[config.mk]
export PLATFORM = sky130hd
export DESIGN_NAME = serial_adder_flat
export DESIGN_NICKNAME = d
export VERILOG_FILES = /design/src/rtl/serial_adder_pkg.sv /design/src/rtl/serial_adder_if.sv /design/src/rtl/serial_adder_fa_stage.sv /design/src/rtl/serial_adder.sv /design/src/flat_wrapper.sv
export SDC_FILE = /design/constraint.sdc
export NUM_CORES = 1
export LEC_CHECK = 0
export BUFFER_PORTS_ARGS = -buffer_cell sky130_fd_sc_hd__buf_2
export CORE_UTILIZATION = 48
export CTS_BUF_LIST = sky130_fd_sc_hd__clkbuf_16
export CTS_CLUSTER_DIAMETER = 150
export DETAILED_ROUTE_END_ITERATION = 7
export GPL_ROUTABILITY_DRIVEN = 0
export PLACE_DENSITY_LB_ADDON = 0.3
export SYNTH_ARGS = -nofsm -noshare
export SYNTH_HDL_FRONTEND = slang
export SYNTH_SLANG_ARGS = --single-unit
[constraint.sdc]
create_clock -name clk -period 1.3 [get_ports clk]
set_clock_uncertainty 0.1 [all_clocks]
set_input_delay 0.13 -clock clk [delete_from_list [all_inputs] [get_ports clk]]
set_output_delay 0.13 -clock clk [all_outputs]
set_load 0.03 [all_outputs]
[src/rtl/serial_adder_pkg.sv]
// Shared definitions for the bit-serial adder: FSM state encoding and default width.
package serial_adder_pkg;

    localparam int DEFAULT_WIDTH = 8;

    typedef enum logic [1:0] {
        IDLE  = 2'd0,
        SHIFT = 2'd1,
        DONE  = 2'd2
    } state_t;

endpackage

[src/rtl/serial_adder_if.sv]
// Request/result bundle between a requester (master) and the serial adder (slave).
interface serial_adder_if
    import serial_adder_pkg::*;
#(
    parameter int WIDTH = DEFAULT_WIDTH
);

    // Handshake: start is sampled every rising edge and is taken only while busy=0
    // (idle or the done cycle), capturing a/b/cin on that edge. busy is high while bits
    // are being shifted; done is a one-cycle pulse during which sum/cout hold the new result.
    logic             start;
    logic [WIDTH-1:0] a;
    logic [WIDTH-1:0] b;
    logic             cin;
    logic             busy;
    logic             done;
    logic [WIDTH-1:0] sum;
    logic             cout;

    modport master (
        output start, a, b, cin,
        input  busy, done, sum, cout
    );

    modport slave (
        input  start, a, b, cin,
        output busy, done, sum, cout
    );

endinterface

[src/rtl/serial_adder_fa_stage.sv]
// One-bit full adder made of two half adders whose carries are ORed together.
module fa_stage (
    input  logic x,
    input  logic y,
    input  logic z,
    output logic sum,
    output logic carry
);

    logic ha0_sum;
    logic ha0_carry;
    logic ha1_carry;

    assign ha0_sum   = x ^ y;
    assign ha0_carry = x & y;
    assign sum       = ha0_sum ^ z;
    assign ha1_carry = ha0_sum & z;
    assign carry     = ha0_carry | ha1_carry;

endmodule

[src/rtl/serial_adder.sv]
// Bit-serial adder: one full-adder stage reused over WIDTH clock edges, LSB first.
module serial_adder
    import serial_adder_pkg::*;
#(
    parameter int WIDTH = DEFAULT_WIDTH
) (
    input  logic           clk,
    input  logic           rst,
    serial_adder_if.slave  bus,
    output state_t         fsm_state
);

    localparam int CNT_W = $clog2(WIDTH);
    localparam logic [CNT_W-1:0] LAST_BIT = CNT_W'(WIDTH - 1);

    state_t           state;
    logic [WIDTH-1:0] op_a;
    logic [WIDTH-1:0] op_b;
    logic [WIDTH-1:0] psum;
    logic             carry;
    logic [CNT_W-1:0] cnt;
    logic [WIDTH-1:0] sum_q;
    logic             cout_q;

    logic             fa_sum;
    logic             fa_carry;

    fa_stage u_fa (
        .x     (op_a[0]),
        .y     (op_b[0]),
        .z     (carry),
        .sum   (fa_sum),
        .carry (fa_carry)
    );

    always_ff @(posedge clk) begin
        if (rst) begin
            state  <= IDLE;
            op_a   <= '0;
            op_b   <= '0;
            psum   <= '0;
            carry  <= 1'b0;
            cnt    <= '0;
            sum_q  <= '0;
            cout_q <= 1'b0;
        end else begin
            case (state)
                IDLE, DONE: begin
                    if (bus.start) begin
                        op_a  <= bus.a;
                        op_b  <= bus.b;
                        carry <= bus.cin;
                        psum  <= '0;
                        cnt   <= '0;
                        state <= SHIFT;
                    end else begin
                        state <= IDLE;
                    end
                end
                SHIFT: begin
                    op_a  <= op_a >> 1;
                    op_b  <= op_b >> 1;
                    carry <= fa_carry;
                    // Sum bits enter at the MSB so bit 0 lands at the LSB after WIDTH shifts.
                    psum  <= {fa_sum, psum[WIDTH-1:1]};
                    if (cnt == LAST_BIT) begin
                        sum_q  <= {fa_sum, psum[WIDTH-1:1]};
                        cout_q <= fa_carry;
                        state  <= DONE;
                    end else begin
                        cnt <= cnt + CNT_W'(1);
                    end
                end
                default: state <= IDLE;
            endcase
        end
    end

    assign bus.busy  = (state == SHIFT);
    assign bus.done  = (state == DONE);
    assign bus.sum   = sum_q;
    assign bus.cout  = cout_q;
    assign fsm_state = state;

endmodule

[src/flat_wrapper.sv]
// flat-port wrapper written by rule: the top's interface ports become plain ports
module serial_adder_flat import serial_adder_pkg::*;
#(
    parameter int WIDTH = DEFAULT_WIDTH
)
  (clk, rst, fsm_state, bus_start, bus_a, bus_b, bus_cin, bus_busy, bus_done, bus_sum, bus_cout);
  serial_adder_if #(.WIDTH(WIDTH)) bus_i ();
  input  logic clk;
  input  logic rst;
  output state_t fsm_state;
  input wire logic [$bits(bus_i.start)-1:0] bus_start;
  input wire logic [$bits(bus_i.a)-1:0] bus_a;
  input wire logic [$bits(bus_i.b)-1:0] bus_b;
  input wire logic [$bits(bus_i.cin)-1:0] bus_cin;
  output wire logic [$bits(bus_i.busy)-1:0] bus_busy;
  output wire logic [$bits(bus_i.done)-1:0] bus_done;
  output wire logic [$bits(bus_i.sum)-1:0] bus_sum;
  output wire logic [$bits(bus_i.cout)-1:0] bus_cout;
  assign bus_i.start = bus_start;
  assign bus_i.a = bus_a;
  assign bus_i.b = bus_b;
  assign bus_i.cin = bus_cin;
  assign bus_busy = bus_i.busy;
  assign bus_done = bus_i.done;
  assign bus_sum = bus_i.sum;
  assign bus_cout = bus_i.cout;
  serial_adder #(.WIDTH(WIDTH)) u_core (.clk(clk), .rst(rst), .bus(bus_i), .fsm_state(fsm_state));
endmodule
Word-level counts from Yosys, hierarchy flattened
Cells that the tools add are included.
{"block": "totals", "reg_bits": 39, "latchBits": 0, "ram_bits": 0, "mem_bits_ro": 0, "in_bits": 20, "output_inout_bits": 13, "word_cells": 40, "memories": 0}
{"block": "op_classes", "add_sub_neg": 1, "mul": 0, "div_mod_pow": 0, "n_lt_le_gt_ge": 0, "eq_ne": 6, "shift": 0, "n_mux": 14, "bitwise_logic": 5, "reduce_logical": 6}
{"cell": "one-hot mux 8 bit (2 select lines)", "n": 3}
{"cell": "2-to-1 mux 8 bit", "n": 3}
{"cell": "2-to-1 mux 3 bit", "n": 2}
{"cell": "one-hot mux 3 bit (2 select lines)", "n": 1}
{"cell": "!= test 2 bit (second input constant)", "n": 2}
{"cell": "one-hot mux 2 bit (2 select lines)", "n": 1}
{"cell": "AND reduction 2 bit", "n": 2}
{"cell": "adder 3 x 1 -> 3 bit (second input constant)", "n": 1}
{"cell": "== test 3 bit (second input constant)", "n": 1}
{"cell": "AND reduction 3 bit", "n": 1}
{"cell": "bitwise AND 1 bit", "n": 2}
{"cell": "== test 2 x 1 -> 1 bit (second input constant)", "n": 1}
{"cell": "== test 2 bit (second input constant)", "n": 1}
{"cell": "logical NOT 2 bit", "n": 1}
{"cell": "2-to-1 mux 1 bit", "n": 2}
{"cell": "2-to-1 mux 2 bit", "n": 1}
{"cell": "!= test 2 x 1 -> 1 bit (second input constant)", "n": 1}
{"cell": "one-hot mux 1 bit (2 select lines)", "n": 1}
{"cell": "nonzero test 2 bit", "n": 1}
{"cell": "OR reduction 2 bit", "n": 1}
{"cell": "bitwise XOR 1 bit", "n": 2}
{"cell": "OR 1 bit", "n": 1}

Longest topological paths before layout
Gate-level depths: netlist of run 1.
{"block": "logic_depth", "ltp_word": 4, "ltp_mapped": 6, "ltp_nobuf": 5}

By module
From an unflattened synthesis of run 1, not the netlist that was laid out.
{"block": "hier_totals", "cells_unflattened": 189, "hier_area_um2": 1585.3}
{"module": "serial_adder", "instances": 1, "cells_per_inst": 188, "area_per_inst_um2": 1565.3, "seq_area_each_um2": 760.7}
{"module": "fa_stage", "instances": 1, "cells_per_inst": 1, "area_per_inst_um2": 20.0, "seq_area_each_um2": 0.0}

Least setup slack after synthesis of run 1
Ideal clock, no wire load.
{"block": "synth_path", "kind": "register to register", "from": "register u_core.state[1] (netlist: u_core.fsm_state[1])", "to": "register u_core.sum_q[7] (netlist: u_core.bus.sum[7])", "setup_time_ns": 0.132, "t_arrival_ns": 1.292, "required_ns": 1.068, "slack_ns": -0.224, "path_stages_with_launch": 6, "n_path_buf": 1, "synth_period_minus_slack_ns": 1.524, "cell_sequence": "dfxtp_1 nand2b_1 clkinv_1 buf_2 nand3_1 a21oi_1"}
{"block": "synth_via", "elab_chain_len": 2}
{"item": "start, declared", "line": "serial_adder.sv:16", "text": "state_t state;"}
{"item": "start signal, assigned", "line": "serial_adder.sv:38", "text": "state <= IDLE;"}
{"item": "start signal, assigned", "line": "serial_adder.sv:55", "text": "state <= SHIFT;"}
{"item": "start signal, assigned", "line": "serial_adder.sv:57", "text": "state <= IDLE;"}
{"item": "== test 2 x 1 -> 1 bit"}
{"item": "named net bus_busy", "line": "flat_wrapper.sv:15", "text": "output wire logic [$bits(bus_i.busy)-1:0] bus_busy;"}
{"item": "AND reduction 2 bit (no source line)"}
{"item": "end signal, assigned", "line": "serial_adder.sv:67", "text": "sum_q <= {fa_sum, psum[WIDTH-1:1]};"}
{"item": "end, declared", "line": "serial_adder.sv:22", "text": "logic [WIDTH-1:0] sum_q;"}
The timed path passes the listed nets, and every way through them passes these cells.
A chain may end at the register's enable or synchronous reset.

Worst setup path in the final report of run 1
{"block": "layout_path", "from": "register u_core.cnt[1]", "to": "register u_core.cnt[0]"}
{"block": "layout_via", "elab_chain_len": 3}
{"item": "start, declared", "line": "serial_adder.sv:21", "text": "logic [CNT_W-1:0] cnt;"}
{"item": "start signal, assigned", "line": "serial_adder.sv:71", "text": "cnt <= cnt + CNT_W'(1);"}
{"item": "== test 3 bit", "line": "serial_adder.sv:66", "text": "if (cnt == LAST_BIT) begin"}
{"item": "!= test 2 bit (no source line)"}
{"item": "AND reduction 3 bit (no source line)"}
Every way passes these cells.

==> results of run 1 <==
## worst max-delay path, stage by stage, from the launching register on
cell and delay (ps):
dfxtp_2 330, ha_4 160, ha_4 160, or3b_4 410, nand3_2 80, a21oi_1 50
## final cells by class
cell class,count,area share [%]
clock buffers,5,5.80
repair buffers,49,17.3
inverters,1,0.754
clock inverters,3,0.580
multi-input cells,135,37.4
flip-flops and latches,38,35.6
well taps,44,2.55
## power by group
| part | internal (mW) | total, mW | switching [mW] | leakage (nW) |
|---|---|---|---|---|
| combinational | 0.182 | 0.385 | 0.203 | 0.482 |
| clock | 0.692 | 1.13 | 0.434 | 0.0724 |
| sequential | 1.22 | 1.26 | 0.0392 | 0.312 |
| total | 2.10 | 2.77 | 0.677 | 0.866 |
## registers in the layout, indices dropped and copies added, names as in the netlist
signal,flops
u_core.bus.cout,1
u_core.cnt,3
u_core.carry,1
u_core.op_b,8
u_core.op_a,8
u_core.psum,7
u_core.bus.sum,8
u_core.fsm_state,2
## routing by layer
layer	part of all wire, %	up-vias	track usage (%)
met5	0	-	0
met4	0.64	0	10.2
li1	-	730	-
met3	4.8	2	8.08
met1	45	666	23.9
met2	50	38	35.6
## per-stage QoR
stage	instances	setup TNS [ps]	instance area (um^2)	hold slack, ps	utilization (%)
2_1_floorplan	189	-800	1640	166	-
3_3_place_gp	261	-322	1890	274	60.8
3_5_place_dp	261	-481	1890	285	60.8
4_1_cts	271	-373	2090	13.2	67.4
5_1_grt	275	-996	2160	29.4	69.5
6_report	275	-395	2160	13.3	69.5
## what timing repair did
| action | 4_1_cts | 5_1_grt |
|---|---|---|
| hold buffers | 2 | 0 |
| setup buffers | 0 | 3 |
| hold endpoints to repair | 2 | 0 |
| gates resized for setup | 11 | 11 |
| cloned | 0 | 1 |
| pin swaps | 1 | 2 |
| setup endpoints to repair | 16 | 19 |
## worst paths after layout
path / to / depth (start not counted)
max reg2reg: u_core.cnt[0]$_SDFFE_PP0P_ / 5
max: u_core.cnt[0]$_SDFFE_PP0P_ / 5
min reg2reg: u_core.bus.sum[4]$_SDFFE_PP0P_ / 2
min: u_core.op_b[1]$_SDFFE_PP0P_ / 3
## kinds of logic (layout without fill, tap and decap cells)
group	Yosys count	in the layout
adder cells (fa/ha/maj)	3	3
AND/OR/NAND/NOR	95	95
buffers and inverters	16	58
AO/OA/AOI/OAI	37	37
flip-flops	38	38
## placed cells by master, fill, tap and decap left out, drive strengths merged, types with 2 or more instances in the layout
cell type    Yosys  final
nand2           50     50
buf             12     47
dfxtp           38     38
a21oi           22     22
nand3           21     21
nor2            16     16
a311oi          15     15
clkbuf           3      5
nand2b           3      3
clkinv           1      3
ha               2      2
dlygate4sd3      0      2
nor2b            2      2
==> results.py, run 1 <==
metrics = {
    "clock_network": {
        "tritoncts": "built",
        "cts.sinks": 38,
        "cts_buffers": 5,
        "cts-root-buf": "clkbuf_16",
        "clk_latency_ps": 280,
        "htree_levels": 2,
        "clkTransAtPathRegs_ps": 50,
        "clk_path_buf_depth": 2,
    },
    "setup_path": {
        "critPathArrivalTime_ps": 1460,
        "r2r-start": "u_core.cnt[1]$_SDFFE_PP0P_",
        "crit_type": "flip-flop to flip-flop",
        "critPathCaptureType": "flip-flop",
        "critPathLaunchType": "flip-flop",
        "required_ps": 1360,
        "crit_fanout": 4,
        "worstSetupStartpoint": "u_core.cnt[1]$_SDFFE_PP0P_",
        "r2r_slack_ps": -100,
    },
    "timing": {
        "fmax_mhz": 714,
        "fin_ws_ps": -101,
        "worst_pin_slew_ps": 268,
        "rsz0062_at_grt": "yes",
        "final_hold_viol_count": 0,
        "setup_viol": 5,
        "finalCritPeriodShare_pct": 108,
        "slew_violations": 0,
        "slew_headroom_pct": 82.0,
        "finalCriticalPeriod_ps": 1400,
    },
    "yosys": {
        "synthTopCellsByArea": "dfxtp_1 48%, nand2_1 12%, a21oi_1 6.9%, a311oi_2 6.6%, nand3_1 6.6%",
        "synth_enable_flop_cells": 0,
        "synth_fp_nets": 212,
        "synth_top_cell_by_area": "dfxtp_1",
        "yosysMostFrequentCell": "nand2_1",
        "netlist_instances": 189,
        "synth_compound_area_share_pct": 18.0,
        "synthAdderAreaFrac_pct": 2.84,
        "synth_top_family_by_area": "simple AND/OR/NAND/NOR gates",
        "synth_top_area_share_pct": 48.0,
        "yosysSeqAreaShare_pct": 48.0,
        "ys_ff_latch": 38,
        "synth.distinct_cells": 20,
        "synth_flop_cell": "dfxtp_1",
        "synthTopCellsByCount": "50 x nand2_1, 38 x dfxtp_1, 22 x a21oi_1, 21 x nand3_1, 16 x nor2_1",
        "synth.area.mux_share_pct": 0,
        "async_reset_ff_share_pct": 0,
        "synth_area_per_cell_um2": 8.39,
        "synth_xor_area_share_pct": 0,
        "yosysWarnings": 0,
        "synthSimpleGateAreaFrac_pct": 25.7,
        "synthesis.area_mm2": 0.00159,
    },
    "global_routing": {
        "grt_usage_pct": 21.4,
        "grt_max_degree": 39,
        "grt_overflow_total": 0,
        "grt_pass1_vias": 1270,
        "antenna_found_initial": 0,
        "grt_first_pass_wirelength_um": 5440,
    },
    "placed_design": {
        "port_buffers": 32,
        "post-dp-hpwl_um": 2130,
        "pre_cts_ws_ps": -112,
    },
    "routing": {
        "drt_pass1_iterations": 4,
        "antenna_left": 0,
        "vias_per_cell": 5.22,
        "dr.first_iter.drc_count": 127,
        "wl_um": 3420,
        "via_count": 1436,
        "drc": 0,
        "wire_per_inst_um": 12.4,
    },
    "outcome": {
        "status": "complete, but fails checks",
        "violations": "setup timing",
    },
    "run": {
        "cap_viol_max_count": 0,
    },
    "power": {
        "pwr_density_cell_mw_per_mm2": 1290,
        "leakagePower_nw": 0.866,
        "power_mw": 2.77,
        "ir_worst_vdd_mv": 0.850,
    },
    "floorplanning": {
        "fp.dieW_um": 59.5,
        "start_util_pct": 51.1,
        "pin_count": 33,
        "core.rowCount": 20,
        "die_h_um": 59.5,
        "core_area_mm2": 0.00310,
        "die_area_mm2": 0.00354,
    },
    "finish": {
        "final-seq-area_um2": 768,
        "multiInputGateArea_um2": 806,
        "fillers": 255,
        "area_growth_pct": 36.0,
        "antennaDiodeCount": 0,
        "drive_gt1_share_pct": 32.9,
        "fin_nets": 253,
    },
    "worst_hold_path": {
        "min_from": "bus_b[1]",
        "min_path_type": "input pin to flip-flop",
    },
}
Power figures use the tool's default switching activity.
==> inputs of run 2 (changes only) <==
- CELL_PAD_IN_SITES_DETAIL_PLACEMENT: not set -> 0
- CELL_PAD_IN_SITES_GLOBAL_PLACEMENT: not set -> 1
- CORE_UTILIZATION: 48 -> 35
==> run 2 against run 1 <==
  * The run still ends with setup timing left
  * Sequential power barely moved
  * Non-clock buffer count decreased by 1
  * Via count is 2.5% lower
  * Routed wire length is 2.0% lower
  * Count of clock-buffer cells in the layout unchanged
  * First-iteration DRC count shrank 20%
  * Critical path type unchanged
  * Critical endpoint unchanged
==> results.py, run 2 (same netlist as run 1, synthesis figures left out) <==
metrics = {
    "outcome": {
        "status": "complete, but fails checks",
        "violations": "setup timing",
    },
    "floorplanning": {
        "pin_count": 33,
        "start_util_pct": 36.4,
        "core.rowCount": 24,
        "die_area_mm2": 0.00480,
        "fp.dieW_um": 69.3,
        "die_h_um": 69.3,
        "core_area_mm2": 0.00435,
    },
    "global_routing": {
        "grt_overflow_total": 0,
        "grt_max_degree": 31,
        "antenna_found_initial": 0,
        "grt_usage_pct": 15.1,
        "grt_pass1_vias": 1309,
        "grt_first_pass_wirelength_um": 5830,
    },
    "setup_path": {
        "r2r_cells": 5,
        "timing.rr.end": "u_core.cnt[0]$_SDFFE_PP0P_",
        "cp_slowest_cell": "or3b_4",
        "crit_type": "flip-flop to flip-flop",
        "critPathArrivalTime_ps": 1460,
        "crit_fanout": 4,
        "required_ps": 1360,
        "worstSetupStartpoint": "u_core.cnt[1]$_SDFFE_PP0P_",
        "cp_cell_sequence": "ha_4, ha_4, or3b_4, nand3_2, a21oi_2",
        "r2r_slack_ps": -110,
        "cp_slowest_stage_delay_ps": 410,
        "crit_buf_inv": 0,
        "r2r-start": "u_core.cnt[1]$_SDFFE_PP0P_",
        "critPathLaunchType": "flip-flop",
        "crit_family": "simple AND/OR/NAND/NOR gates",
        "critPathCaptureType": "flip-flop",
        "crit_top_cell": "ha_4",
    },
    "timing": {
        "finalCritPeriodShare_pct": 108,
        "fin_ws_ps": -105,
        "rsz0062_at_grt": "yes",
        "slew_violations": 0,
        "setup_viol": 5,
        "finalCriticalPeriod_ps": 1410,
        "fin_setup_tns_ps": -431,
        "fmax_mhz": 712,
        "worst_pin_slew_ps": 209,
        "slew_headroom_pct": 86.0,
        "final_hold_viol_count": 0,
    },
    "routing": {
        "wire_per_inst_um": 11.9,
        "dr.first_iter.drc_count": 101,
        "drc": 0,
        "via_count": 1400,
        "drt_pass1_iterations": 6,
        "antenna_left": 0,
        "wl_um": 3350,
        "vias_per_cell": 4.98,
    },
    "clock_network": {
        "htree_levels": 2,
        "clk_path_buf_depth": 2,
        "cts-root-buf": "clkbuf_16",
        "tritoncts": "built",
        "clkTransAtPathRegs_ps": 50,
        "cts.sinks": 38,
        "cts_buffers": 5,
        "clk_latency_ps": 270,
    },
    "power": {
        "leakagePower_nw": 0.831,
        "power_mw": 2.72,
        "ir_worst_vdd_mv": 0.648,
        "pwr_density_cell_mw_per_mm2": 1290,
    },
    "placed_design": {
        "post_dp_cell_area_mm2": 0.00191,
        "port_buffers": 32,
        "post-dp-hpwl_um": 2310,
    },
    "finish": {
        "final-seq-area_um2": 767,
        "area_growth_pct": 32.7,
        "fin_util_pct": 48.3,
        "final_common_cell": "nand2_1",
        "drive_gt1_share_pct": 34.5,
        "final_area_mm2": 0.00210,
        "fin_nets": 252,
        "layout_common_cells": "50 x nand2_1, 33 x dfxtp_1, 30 x buf_2, 20 x a21oi_1, 17 x nand3_1",
        "antennaDiodeCount": 0,
        "fillers": 427,
        "multiInputGateArea_um2": 811,
    },
    "worst_hold_path": {
        "holdPathEnd": "u_core.op_b[7]$_SDFFE_PP0P_",
        "min_path_cells": 3,
        "min_path_type": "input pin to flip-flop",
        "min_from": "bus_b[7]",
    },
    "run": {
        "cap_viol_max_count": 0,
    },
}
==> run 2: tightest hold or removal path: stages <==
cell	delay, ps
buf_2	90
nand2_1	50
a21oi_1	50
==> run 2: where the power goes <==
part | internal [mW] | switching [mW] | leakage, nW | total (mW)
Clock | 0.690 | 0.416 | 0.0694 | 1.11
Combinational | 0.154 | 0.195 | 0.449 | 0.350
Sequential | 1.23 | 0.0396 | 0.312 | 1.27
==> run 2: layer usage <==
layer	up-vias	track usage [%]	wire, um
met1	638	19.2	1600
met3	5	4.65	148
met4	0	4.08	31
met5	-	0	0
met2	29	24.7	1570
li1	728	-	-
==> run 2: layout make-up <==
| type | count | area share [%] |
|---|---|---|
| multi-input combinational | 135 | 38.5 |
| sequential | 38 | 36.5 |
| timing repair buffer | 48 | 15.1 |
| clock buffer | 5 | 5.95 |
| tap | 52 | 3.09 |
| clock inverter | 2 | 0.476 |
| inverter | 1 | 0.416 |
==> run 2: through the flow <==
| stage | hold slack (ps) | cells | setup slack, ps |
|---|---|---|---|
| after floorplan | 166 | 189 | -91.3 |
| after global placement | 280 | 273 | -101 |
| after detailed placement | 280 | 273 | -125 |
| after CTS | 9.93 | 281 | -108 |
| after global routing | 24.2 | 281 | -139 |
| final | 8.58 | 281 | -105 |
==> run 2: how the worst max path moves through the flow <==
stage / endpoint / slack [ps] / cells after the start
floorplan: u_core.cnt[1]$_SDFFE_PP0P_ / -90 / 5
global placement: u_core.cnt[1]$_SDFFE_PP0P_ / -100 / 5
detailed placement: u_core.cnt[0]$_SDFFE_PP0P_ / -130 / 5
CTS: u_core.cnt[0]$_SDFFE_PP0P_ / -110 / 5
global route: u_core.fsm_state[0]$_SDFFE_PP0P_ / -140 / 4
finish: u_core.cnt[0]$_SDFFE_PP0P_ / -110 / 5
==> run 2: repair_timing <==
item,CTS,global route
resized for setup,4,8
hold buffers,1,0
pin swaps,1,2
endpoints found under the setup margin,5,32
hold endpoints to repair,1,0
setup buffers,0,1
==> inputs of run 3 (changes only) <==
==> constraint.sdc (replaced) <==
create_clock -name clk -period 1.3 [get_ports clk]
set_clock_uncertainty 0.1 [all_clocks]
set_input_delay 0.195 -clock clk [delete_from_list [all_inputs] [get_ports clk]]
set_output_delay 0.195 -clock clk [all_outputs]
set_load 0.03 [all_outputs]
==> run 3 against run 2 <==
  * The run still ends with setup timing left
  * Cell area grew 6.2%
  * Critical path depth is the same
  * Maximum frequency shrank 0.72%
  * Hold slack gained 51 ps
  * Sequential share of layout area shrank 2.1 points
  * Critical path type unchanged
  * Clock power grew 38%
  * Register-to-register slack is essentially flat
==> results.py, run 3 (same netlist as run 1, synthesis figures left out) <==
metrics = {
    "worst_hold_path": {
        "min_path_type": "input pin to flip-flop",
    },
    "timing": {
        "slew_violations": 0,
        "slew_headroom_pct": 75.2,
        "finalCritPeriodShare_pct": 109,
        "hold_slack_ps": 60.0,
        "fmax_mhz": 707,
        "final_hold_viol_count": 0,
        "finalCriticalPeriod_ps": 1420,
        "setup_viol": 13,
        "fin_ws_ps": -115,
        "fin_setup_tns_ps": -978,
        "worst_pin_slew_ps": 373,
        "rsz0062_at_grt": "yes",
    },
    "routing": {
        "vias_per_cell": 5.14,
        "drc": 0,
        "via_count": 1449,
        "wire_per_inst_um": 12.8,
        "drt_pass1_iterations": 4,
        "antenna_left": 0,
        "wl_um": 3600,
        "dr.first_iter.drc_count": 89,
    },
    "finish": {
        "antennaDiodeCount": 0,
        "fin_nets": 252,
        "area_growth_pct": 40.9,
        "fillers": 410,
        "final_common_cell": "nand2_1",
        "layout_common_cells": "44 x nand2_1, 34 x dfxtp_1, 31 x buf_2, 18 x nand3_1, 16 x nor2_1",
        "drive_gt1_share_pct": 39.6,
        "fin_cells": 282,
        "fin_util_pct": 51.3,
    },
    "run": {
        "cap_viol_max_count": 0,
    },
    "global_routing": {
        "grt_usage_pct": 15.5,
        "grt_overflow_total": 0,
        "antenna_found_initial": 0,
        "grt_max_degree": 33,
        "grt_first_pass_wirelength_um": 5980,
        "grt_pass1_vias": 1396,
    },
    "floorplanning": {
        "die_area_mm2": 0.00480,
        "core.rowCount": 24,
        "fp.dieW_um": 69.3,
        "core_area_mm2": 0.00435,
        "die_h_um": 69.3,
        "start_util_pct": 36.4,
        "pin_count": 33,
    },
    "clock_network": {
        "clk_latency_ps": 270,
        "cts-root-buf": "clkbuf_16",
        "clkTransAtPathRegs_ps": 50,
        "cts_buffers": 5,
        "postCtsHoldBufs": 0,
        "cts.sinks": 38,
        "htree_levels": 2,
        "tritoncts": "built",
        "clk_path_buf_depth": 2,
    },
    "setup_path": {
        "critPathCaptureType": "flip-flop",
        "crit_fanout": 4,
        "cp_cell_sequence": "ha_4, ha_4, or3b_4, nand3_2, a21oi_2",
        "critPathArrivalTime_ps": 1460,
        "crit_top_cell": "ha_4",
        "cp_slowest_stage_delay_ps": 410,
        "cp_slowest_cell": "or3b_4",
        "crit_type": "flip-flop to flip-flop",
        "required_ps": 1350,
        "crit_buf_inv": 0,
        "crit_family": "simple AND/OR/NAND/NOR gates",
        "critPathLaunchType": "flip-flop",
    },
    "outcome": {
        "violations": "setup timing",
        "status": "complete, but fails checks",
    },
    "power": {
        "pwr_density_cell_mw_per_mm2": 1420,
        "leakagePower_nw": 0.868,
        "ir_worst_vdd_mv": 0.787,
    },
    "placed_design": {
        "dp_cells": 272,
        "post-dp-hpwl_um": 2300,
        "port_buffers": 32,
    },
}
==> run 3: path summary, 6_finish.rpt <==
path	startpoint	endpoint	slack (ps)	cells after the start
min	bus_a[7]	u_core.op_a[7]$_SDFFE_PP0P_	60	3
min reg2reg	u_core.bus.sum[0]$_SDFFE_PP0P_	u_core.bus.sum[0]$_SDFFE_PP0P_	360	2
max reg2reg	u_core.cnt[0]$_SDFFE_PP0P_	u_core.cnt[1]$_SDFFE_PP0P_	-120	5
max	u_core.cnt[0]$_SDFFE_PP0P_	u_core.cnt[1]$_SDFFE_PP0P_	-120	5
==> run 3: cell type report <==
class | instances | area (um^2) | area share [%]
Clock inverter | 3 | 63.8 | 2.86
Sequential cell | 38 | 768 | 34.4
Clock buffer | 5 | 125 | 5.60
Timing Repair Buffer | 48 | 335 | 15.0
Inverter | 1 | 8.76 | 0.392
Multi-Input combinational cell | 135 | 867 | 38.8
Tap cell | 52 | 65.1 | 2.91
==> run 3: where the power goes <==
| group | leakage, nW | internal [mW] | switching, mW |
|---|---|---|---|
| logic | 0.465 | 0.164 | 0.203 |
| clock network | 0.0915 | 1.09 | 0.443 |
| registers | 0.312 | 1.22 | 0.0398 |
==> run 3: worst min-delay path, cell delays in order <==
cell	delay [ps]
buf_2	100
nand2_1	50
a21oi_1	50
==> run 3: layer usage <==
metal  share of wire, %  GRT usage (%)  up-vias
li1                   -              -      731
met1                 47           18.8      693
met2                 49           26.0       23
met3                3.1           4.07        2
met4               0.53           6.12        0
met5                  0              0        -
==> run 3: through the flow <==
stage | instance area [um^2] | worst slack, ps | total power, mW
6_report | 2230 | -115 | 3.17
3_5_place_dp | 1920 | -131 | 1.63
4_1_cts | 2140 | -110 | 3.18
3_3_place_gp | 1920 | -111 | 1.63
5_1_grt | 2230 | -142 | 3.29
2_1_floorplan | 1640 | -91.3 | 1.52
==> run 3: timing repair <==
action / CTS / global route
gates resized for setup: 7 / 25
gates cloned: 0 / 1
endpoints found under the setup margin: 7 / 24
buffers inserted: 1 / 0
pin swaps: 5 / 8
